<file path="src/rtl/ph_write_sched_pkg.sv">
// Shared definitions for the parasite-to-host Tube write scheduler.
package ph_write_sched_pkg;

  localparam int unsigned NCH = 4;

  localparam logic [1:0] CH_R1 = 2'd0;
  localparam logic [1:0] CH_R2 = 2'd1;
  localparam logic [1:0] CH_R3 = 2'd2;
  localparam logic [1:0] CH_R4 = 2'd3;

  localparam int unsigned GUARD_SLOTS_DEF = 2;

  // Counter width able to hold the guard load value (at least one bit).
  function automatic int unsigned guard_width(input int unsigned slots);
    return (slots < 1) ? 1 : $clog2(slots + 1);
  endfunction

  localparam int unsigned GUARD_W = guard_width(GUARD_SLOTS_DEF);

  typedef enum logic {
    S_WRITE = 1'b0,
    S_IDLE  = 1'b1
  } slot_state_t;

endpackage

</file>
<file path="src/rtl/ph_write_sched_if.sv">
// Requester handshake plus FIFO-quad write port of the write scheduler.
interface ph_write_sched_if
  import ph_write_sched_pkg::*;
  ();

  logic [NCH-1:0]   req_valid;
  logic [8*NCH-1:0] req_data;
  logic [NCH-1:0]   req_ready;
  logic [NCH-1:0]   p_full;
  logic [7:0]       p_data;
  logic [NCH-1:0]   p_selectData;
  logic             p_rdnw;
  logic             busy;

  modport slave (
    input  req_valid, req_data, p_full,
    output req_ready, p_data, p_selectData, p_rdnw, busy
  );

  modport master (
    output req_valid, req_data, p_full,
    input  req_ready, p_data, p_selectData, p_rdnw, busy
  );

endinterface

</file>
<file path="src/rtl/ph_write_sched_rr_arb4.sv">
// 4-way round-robin picker with optional fixed priority for channel 3.
module ph_rr_arb4
  import ph_write_sched_pkg::*;
(
  input  logic [NCH-1:0] eligible,
  input  logic [1:0]     ptr,
  input  logic           prio_en,
  output logic [NCH-1:0] grant,
  output logic [1:0]     grant_idx,
  output logic           grant_valid
);

  logic [1:0] idx;

  always_comb begin
    grant       = '0;
    grant_idx   = '0;
    grant_valid = 1'b0;
    idx         = '0;
    if (prio_en && eligible[CH_R4]) begin
      grant_idx   = CH_R4;
      grant_valid = 1'b1;
    end else begin
      for (int unsigned k = 0; k < NCH; k++) begin
        idx = ptr + 2'(k);
        if (!grant_valid && eligible[idx]) begin
          grant_idx   = idx;
          grant_valid = 1'b1;
        end
      end
    end
    if (grant_valid) grant[grant_idx] = 1'b1;
  end

endmodule

</file>
<file path="src/rtl/ph_write_sched.sv">
// Parasite-side scheduler: one write per p_phi2_en slot into the parasite-to-host FIFO quad.
module ph_write_sched
  import ph_write_sched_pkg::*;
#(
  parameter int unsigned GUARD_SLOTS = GUARD_SLOTS_DEF,
  parameter bit          R4_PRIORITY = 1'b1
) (
  input  logic               p_phi2,
  input  logic               p_rst,
  input  logic               p_phi2_en,
  ph_write_sched_if.slave    bus
);

  localparam int unsigned GW = guard_width(GUARD_SLOTS);

  slot_state_t            state;
  logic [NCH-1:0][GW-1:0] guard;
  logic [1:0]             rr_ptr;
  logic [NCH-1:0]         sel_q;
  logic [7:0]             data_q;

  logic [NCH-1:0] eligible;
  logic [NCH-1:0] grant;
  logic [1:0]     grant_idx;
  logic           grant_valid;
  logic           preempt;

  // Scheduling is only evaluated on enable clocks, so eligibility is masked there.
  always_comb begin
    eligible = '0;
    for (int unsigned i = 0; i < NCH; i++) begin
      eligible[i] = p_phi2_en & bus.req_valid[i] & ~bus.p_full[i] & (guard[i] == '0);
    end
  end

  assign preempt = R4_PRIORITY && eligible[CH_R4];

  ph_rr_arb4 u_arb (
    .eligible    (eligible),
    .ptr         (rr_ptr),
    .prio_en     (R4_PRIORITY),
    .grant       (grant),
    .grant_idx   (grant_idx),
    .grant_valid (grant_valid)
  );

  always_ff @(posedge p_phi2) begin
    if (p_rst) begin
      state  <= S_IDLE;
      guard  <= '0;
      rr_ptr <= '0;
      sel_q  <= '0;
      data_q <= '0;
    end else if (p_phi2_en) begin
      for (int unsigned i = 0; i < NCH; i++) begin
        if (grant_valid && (grant_idx == 2'(i))) guard[i] <= GW'(GUARD_SLOTS);
        else if (guard[i] != '0)                 guard[i] <= guard[i] - 1'b1;
      end
      if (grant_valid) begin
        state  <= S_WRITE;
        sel_q  <= grant;
        data_q <= bus.req_data[{grant_idx, 3'b000} +: 8];
        if (!preempt) rr_ptr <= grant_idx + 2'd1;
      end else begin
        state <= S_IDLE;
        sel_q <= '0;
      end
    end
  end

  assign bus.req_ready    = grant;
  assign bus.p_selectData = sel_q;
  assign bus.p_data       = data_q;
  assign bus.p_rdnw       = (state == S_IDLE);
  assign bus.busy         = (|guard) | (state == S_WRITE);

endmodule

</file>
<file path="src/flat_wrapper.sv">
// flat-port wrapper written by rule: the top's interface ports become plain ports
module ph_write_sched_flat import ph_write_sched_pkg::*;
#(
  parameter int unsigned GUARD_SLOTS = GUARD_SLOTS_DEF,
  parameter bit          R4_PRIORITY = 1'b1
)
  (p_phi2, p_rst, p_phi2_en, bus_req_valid, bus_req_data, bus_p_full, bus_req_ready, bus_p_data, bus_p_selectData, bus_p_rdnw, bus_busy);
  ph_write_sched_if bus_i ();
  input  logic p_phi2;
  input  logic p_rst;
  input  logic p_phi2_en;
  input wire logic [$bits(bus_i.req_valid)-1:0] bus_req_valid;
  input wire logic [$bits(bus_i.req_data)-1:0] bus_req_data;
  input wire logic [$bits(bus_i.p_full)-1:0] bus_p_full;
  output wire logic [$bits(bus_i.req_ready)-1:0] bus_req_ready;
  output wire logic [$bits(bus_i.p_data)-1:0] bus_p_data;
  output wire logic [$bits(bus_i.p_selectData)-1:0] bus_p_selectData;
  output wire logic [$bits(bus_i.p_rdnw)-1:0] bus_p_rdnw;
  output wire logic [$bits(bus_i.busy)-1:0] bus_busy;
  assign bus_i.req_valid = bus_req_valid;
  assign bus_i.req_data = bus_req_data;
  assign bus_i.p_full = bus_p_full;
  assign bus_req_ready = bus_i.req_ready;
  assign bus_p_data = bus_i.p_data;
  assign bus_p_selectData = bus_i.p_selectData;
  assign bus_p_rdnw = bus_i.p_rdnw;
  assign bus_busy = bus_i.busy;
  ph_write_sched #(.GUARD_SLOTS(GUARD_SLOTS), .R4_PRIORITY(R4_PRIORITY)) u_core (.p_phi2(p_phi2), .p_rst(p_rst), .p_phi2_en(p_phi2_en), .bus(bus_i));
endmodule
</file>
<file path="config.mk">
export PLATFORM = sky130hd
export DESIGN_NAME = ph_write_sched_flat
export DESIGN_NICKNAME = d
export VERILOG_FILES = /design/src/rtl/ph_write_sched_pkg.sv /design/src/rtl/ph_write_sched_if.sv /design/src/rtl/ph_write_sched_rr_arb4.sv /design/src/rtl/ph_write_sched.sv /design/src/flat_wrapper.sv
export SDC_FILE = /design/constraint.sdc
export NUM_CORES = 1
export LEC_CHECK = 0
export BUFFER_PORTS_ARGS = -buffer_cell sky130_fd_sc_hd__buf_2
export CORE_ASPECT_RATIO = 0.5
export CORE_MARGIN = 2
export CORE_UTILIZATION = 50
export CTS_BUF_LIST = sky130_fd_sc_hd__clkbuf_8
export CTS_CLUSTER_DIAMETER = 150
export CTS_CLUSTER_SIZE = 28
export DETAILED_ROUTE_END_ITERATION = 8
export GPL_ROUTABILITY_DRIVEN = 0
export PLACE_DENSITY = 0.86
export SLEW_MARGIN = 25
export SYNTH_ARGS = -nofsm -noshare
export SYNTH_HDL_FRONTEND = slang
export SYNTH_SLANG_ARGS = --single-unit
</file>
<file path="constraint.sdc">
create_clock -name p_phi2 -period 2.7 [get_ports p_phi2]
set_input_delay 0.405 -clock p_phi2 [delete_from_list [all_inputs] [get_ports p_phi2]]
set_output_delay 0.405 -clock p_phi2 [all_outputs]
set_load 0.02 [all_outputs]
</file>
After elaboration in Yosys (flattened, before gate mapping)
Cells that the tools add are included.
{ "op_classes": {"addsub": 8, "order_cmp": 6, "n_eq_ne": 3, "shifts": 1, "muxes": 34, "n_bitwise": 19, "n_reduce_logical": 31} }
{ "op_table": {"columns": ["cell", "count"], "rows": [
  ["indexed part select 32 x 6 -> 8 bit", 1],
  ["two-way mux 2 bit", 13],
  ["nonzero test 2 bit", 8],
  ["less-than comparator 2 x 3 -> 1 bit (second input constant)", 5],
  ["two-way mux 1 bit", 14],
  ["AND 1 bit", 12],
  ["logical NOT 2 bit", 5],
  ["AND reduction 2 bit", 5],
  ["binary-select mux 1 bit (select 2 bit)", 4],
  ["logical AND 1 bit", 8],
  ["two-way mux 4 bit", 2],
  ["OR reduction 8 bit", 1],
  ["subtractor 2 x 1 -> 2 bit (second input constant)", 4],
  ["NOT 1 bit", 6],
  ["adder 2 x 1 -> 2 bit (second input constant)", 2],
  ["adder 2 bit (second input constant)", 2],
  ["== test 2 bit (second input constant)", 2],
  ["logical NOT 1 bit", 3],
  ["AND reduction 3 bit", 1],
  ["demux 1 bit (select 2 bit)", 1],
  ["== test 2 x 1 -> 1 bit (second input constant)", 1],
  ["greater-or-equal comparator 2 x 1 -> 1 bit (second input constant)", 1],
  ["bitwise OR 1 bit", 1]
]} }
{ "word_totals": {"ff_bits": 23, "in_bits": 43, "output_inout_bits": 18, "word_cells": 110} }

Longest topological paths before layout
{ "logic_depth": {"word_depth": 25, "ltp_mapped": 11, "ltp_nobuf": 10} }

Modules after synthesis
A second synthesis with hierarchy kept.
{ "hier_totals": {"hier_cells": 166, "hier_area_um2": 1446.4} }
{ "modules_own_cells": {"columns": ["mod", "n_inst", "cells_each", "area_per_inst_um2", "seq_area_each_um2"], "rows": [
  ["ph_write_sched", 1, 142, 1286.2, 460.4],
  ["ph_rr_arb4", 1, 24, 160.2, 0.0]
]} }

Least setup slack after synthesis
Ideal clock, no wire load.
{ "synth_path": {"kind": "reg-to-output", "from": "register u_core.guard[0] (netlist bit)", "to": "output port bus_req_ready[0]", "arrival_ps": 1914, "t_required_ps": 2295, "path_slack_ps": 381, "stages_incl_launch_ff": 11, "n_path_buf": 1, "path_cell_list": "dfxtp_1 -> inv_1 -> ha_1 -> and4b_1 -> a22oi_1 -> a21o_1 -> clkbuf_1 -> inv_1 -> ha_1 -> nand2_1 -> inv_1"} }
{ "synth_between": {"elab_chain_len": 23, "word_cells_on_any_way": 35, "cone_classes": "order compare: 2; mux: 24; bitwise: 1; reduce/logical: 8"} }
{ "synth_lines": {"columns": ["item", "line", "rtl"], "rows": [
  ["from (decl)", "ph_write_sched.sv:17", "logic [NCH-1:0][GW-1:0] guard;"],
  ["from (signal, indexed assignment)", "ph_write_sched.sv:56", "if (grant_valid && (grant_idx == 2'(i))) guard[i] <= GW'(GUARD_SLOTS);"],
  ["logical NOT 2 bit (*)", "ph_write_sched.sv:32", "eligible[i] = p_phi2_en & bus.req_valid[i] & ~bus.p_full[i] & (guard[i] == '0);"],
  ["AND 1 bit (*)", "ph_write_sched.sv:32", null],
  ["binary-select mux 1 bit (select 2 bit)", "ph_write_sched_rr_arb4.sv:26", "if (!grant_valid && eligible[idx]) begin"],
  ["two-way mux 1 bit (not written as such)", "ph_write_sched_rr_arb4.sv:26", null],
  ["two-way mux 1 bit", "ph_write_sched_rr_arb4.sv:26", null],
  ["two-way mux 1 bit", "ph_write_sched_rr_arb4.sv:20", "if (prio_en && eligible[CH_R4]) begin"],
  ["logical NOT 1 bit", "ph_write_sched_rr_arb4.sv:26", null],
  ["logical AND 1 bit", "ph_write_sched_rr_arb4.sv:26", null],
  ["(+7 left out)", null, null],
  ["logical AND 1 bit", "ph_write_sched_rr_arb4.sv:26", null],
  ["two-way mux 2 bit", "ph_write_sched_rr_arb4.sv:26", null],
  ["two-way mux 2 bit", "ph_write_sched_rr_arb4.sv:20", null],
  ["less-than comparator 2 x 3 -> 1 bit (not written as such) / greater-or-equal comparator 2 x 1 -> 1 bit (equally long branches)", "ph_write_sched_rr_arb4.sv:32", "if (grant_valid) grant[grant_idx] = 1'b1;"],
  ["logical AND 1 bit (not written as such)", "ph_write_sched_rr_arb4.sv:32", null],
  ["two-way mux 1 bit (not written as such)", "ph_write_sched_rr_arb4.sv:32", null],
  ["demux 1 bit (select 2 bit)", "ph_write_sched_rr_arb4.sv:32", null],
  ["two-way mux 4 bit (*)", "ph_write_sched_rr_arb4.sv:32", null],
  ["to (decl)", "flat_wrapper.sv:15", "output wire logic [$bits(bus_i.req_ready)-1:0] bus_req_ready;"]
]} }
Mark *: on every way between the ends. The rest lies on a longest branch, timed or not. The select of a mux whose other input is x is not followed.

Worst setup path after layout
{ "layout_path": {"from": "register u_core.guard[4] (netlist bit)", "to": "output port bus_req_ready[3]"} }
Same word-level chain as after synthesis.

==> tab_implementation.tex <==
\begin{tabular}{lr}
\hline
Metric & Value \\
\hline
\multicolumn{2}{l}{\textbf{Floorplanning}} \\
Count of boundary I/O pins & 61 \\
Total Die Area & 3454 sq um \\
Chip width & 81.14 um \\
Effective utilization at floorplan & 54.77\% \\
FP Rows & 13 \\
Placeable core area & 2716 sq um \\
Die extent in y & 42.57 um \\
\multicolumn{2}{l}{\textbf{Routing}} \\
Number of iterations in the first detailed-routing pass & 4 \\
Via count of the routed design & 1426 \\
Number of remaining DRC errors & 0 \\
Detail-routed via count per cell & 5.381 \\
Total length of routed wires & 3445 um \\
Antenna Violating Nets Remaining & 0 \\
Iteration-0 DRC count of the detailed router & 17 \\
Post-DR wirelength/cell & 13.00 um \\
\multicolumn{2}{l}{\textbf{Logic synthesis}} \\
Largest area contributor in the netlist & sky130\_fd\_sc\_hd\_\_dfxtp\_1 \\
Number of nets produced by synthesis & 219 \\
Synth Cell Area & 1488 sq um \\
Post-synthesis instance total & 168 \\
Yosys warns & 0 \\
Mapped Avg Cell Area & 8.855 sq um \\
Proportion of synthesized chip area in sequential cells & 30.95\% \\
Count of unique library cells instantiated by Yosys & 33 \\
Synth top area share & 30.95\% \\
Ranking of synthesized cells by area & sky130\_fd\_sc\_hd\_\_dfxtp\_1 31\%, sky130\_fd\_sc\_hd\_\_ha\_1 6.7\%, sky130\_fd\_sc\_hd\_\_o211ai\_2 6.7\% \\
Yosys reg bits & 23 \\
\multicolumn{2}{l}{\textbf{Layout}} \\
Area delta synth->final & 25.06\% \\
Flip-flop and latch area & 461.7 sq um \\
Most frequent cells in the layout & 60 x sky130\_fd\_sc\_hd\_\_buf\_2, 22 x sky130\_fd\_sc\_hd\_\_dfxtp\_1, 18 x sky130\_fd\_sc\_hd\_\_nand2\_1 \\
Layout cell share with drive strength beyond 1 & 36.84\% \\
Commonest non-fill, non-tap cell in the layout & sky130\_fd\_sc\_hd\_\_buf\_2 \\
Net total in the final layout & 280 \\
Cell Count, Final, Fillers Out & 265 \\
Area of the multi-input gates & 905.9 sq um \\
Number of filler cells placed in the layout & 212 \\
Number of antenna diodes & 0 \\
Final non-filler cell area & 1861 sq um \\
\multicolumn{2}{l}{\textbf{Power and ir drop}} \\
Total power consumption of the routed design & 1129 uW \\
Leakage power total & 0.0009407 uW \\
Worst ir drop on vdd & 0.0003026 V \\
Pwr per Cell Area & 606.8 nW/um\^{}2 \\
\multicolumn{2}{l}{\textbf{Clocking}} \\
Longest Clk Path Bufs & 2 \\
CTS Buf Count & 3 \\
TritonCTS clock tree & done \\
Sink count of the clock tree & 23 \\
Hold-fix buffers at CTS & 0 \\
Clk Latency, worst-skew pair & 270 ps \\
Root buffer cell & sky130\_fd\_sc\_hd\_\_clkbuf\_8 \\
Clock slew at the register clock pins of the worst setup and hold paths & 90 ps \\
Number of levels the H-tree was split into & 1 \\
\multicolumn{2}{l}{\textbf{Global route}} \\
Most heavily used metal layer in global routing & met2 \\
Total overflow reported by the global router & 0 \\
First-pass GRT wire length & 5561 um \\
GRT Total Usage & 20.80\% \\
Largest net degree at the start of global routing & 18 \\
Number of antenna violations at the first check in global routing & 0 \\
Met1 capacity usage during global routing & 22.64\% \\
Global-route track usage on met3 & 6.034\% \\
Number of global-route vias before repair & 1361 \\
Grt met2 use & 39.01\% \\
\multicolumn{2}{l}{\textbf{STA}} \\
Hold violation count in the final report & 0 \\
Final Setup Violations & 0 \\
Max Clock Skew & 1.973 ps \\
Upper clock frequency limit & 0.3952 GHz \\
Relative slew slack & 79.11\% \\
Max-slew violations & 0 \\
Final period demand of the worst path & 2530 ps \\
Worst slew pin tran & 313.3 ps \\
Portion of the clock cycle consumed by the worst path in the final layout & 93.72\% \\
\multicolumn{2}{l}{\textbf{Hold path}} \\
Hold depth & 3 \\
Class of the most critical hold timing path & primary input to register \\
\multicolumn{2}{l}{\textbf{Critical path}} \\
Critical path arrival & 2130 ps \\
Type of element launching the critical path & register \\
Type of the worst setup path & register to primary output \\
Capturing element type of the critical path & primary output \\
Depth of the worst register-to-register path & 9 \\
Data required time of the worst path & 2300 ps \\
Crit path max fanout & 5 \\
\multicolumn{2}{l}{\textbf{Place}} \\
I/O Buffers & 60 \\
Post-DP HPWL & 2667 um \\
Number of cells after detailed placement & 260 \\
Area of placed instances & 1798 sq um \\
\multicolumn{2}{l}{\textbf{Job}} \\
Reported max-cap violation count & 0 \\
\multicolumn{2}{l}{\textbf{Run status}} \\
Run status & completed \\
\hline
\end{tabular}
==> cell usage after synthesis (all sizes together) <==
library cell,number
a21boi,9
a21o,1
a21oi,10
a22oi,1
a311oi,1
and3,9
and4b,4
buf,4
clkbuf,6
dfxtp,23
ha,8
inv,14
mux2i,9
nand2,18
nand2b,5
nand3,1
nand4b,3
nor2,3
nor2b,7
nor3,4
o211ai,17
o21a,1
o21ai,4
o21bai,1
or4,1
xnor2,4
==> final cells by class <==
type                    count  area share [%]
multi-input cells         121           48.69
flip-flops and latches     23           24.82
repair buffers             66           18.56
inverters                  14           2.824
well taps                  37           2.488
clock buffers               3           2.219
clock inverters             1          0.4035
==> stage by stage <==
stage / TNS, ps / worst slack [ps] / hold slack [ps] / utilization [%]
detailed placement: 0 / 432.0 / 460.6 / 66.19
CTS: 0 / 129.8 / 421.6 / 67.99
floorplan: 0 / 381.1 / 502.2 / -
global placement: 0 / 508.0 / 441.4 / 66.19
finish: 0 / 169.6 / 425.1 / 68.49
global route: -18.63 / -18.63 / 431.9 / 68.49
==> critical path, stage by stage (launching register included) <==
cell and delay, ps:
sky130_fd_sc_hd__dfxtp_1 330, sky130_fd_sc_hd__inv_1 60, sky130_fd_sc_hd__ha_1 180, sky130_fd_sc_hd__and4b_1 330, sky130_fd_sc_hd__a22oi_2 90, sky130_fd_sc_hd__a21o_1 230, sky130_fd_sc_hd__buf_4 140, sky130_fd_sc_hd__ha_1 180
sky130_fd_sc_hd__nand2_1 100, sky130_fd_sc_hd__inv_1 60, sky130_fd_sc_hd__buf_2 150
==> cell families after synthesis <==
logic type / after synthesis / synth area share (%)
compound gates: 45 / 23.13
xor+xnor: 4 / 2.355
fa+ha+maj: 8 / 6.729
buf+inv: 24 / 8.494
flops: 23 / 30.95
mux: 9 / 6.056
simple gates: 55 / 22.29
==> worst paths after layout <==
path | from | end | slack [ps]
max reg2reg | u_core.guard[4] | u_core.bus.p_data[3] | 570
max | u_core.guard[4] | bus_req_ready[3] | 170
min reg2reg | u_core.bus.p_data[2] | u_core.bus.p_data[2] | 480
min | bus_req_data[18] | u_core.bus.p_data[2] | 430
==> state kept, by name, indices dropped and copies added, names as in the netlist <==
name                     count
u_core.guard                 8
u_core.bus.p_data            8
u_core.bus.p_selectData      4
u_core.bus.p_rdnw            1
u_core.rr_ptr                2
==> power by group <==
group	internal [uW]	switching, uW
combinational	207	267
sequential	399	33.6
clock	105	118
==> timing repair <==
action	4_1_cts	5_1_grt
setup buffers	0	1
gates resized for setup	0	2
setup endpoints to repair	0	2
==> per-layer routing <==
layer	share of wire, %	wire length [um]
met5	0	0
met4	1.2	42
met3	6.8	233
met2	49	1679
met1	43	1489
Power figures use the tool's default switching activity.
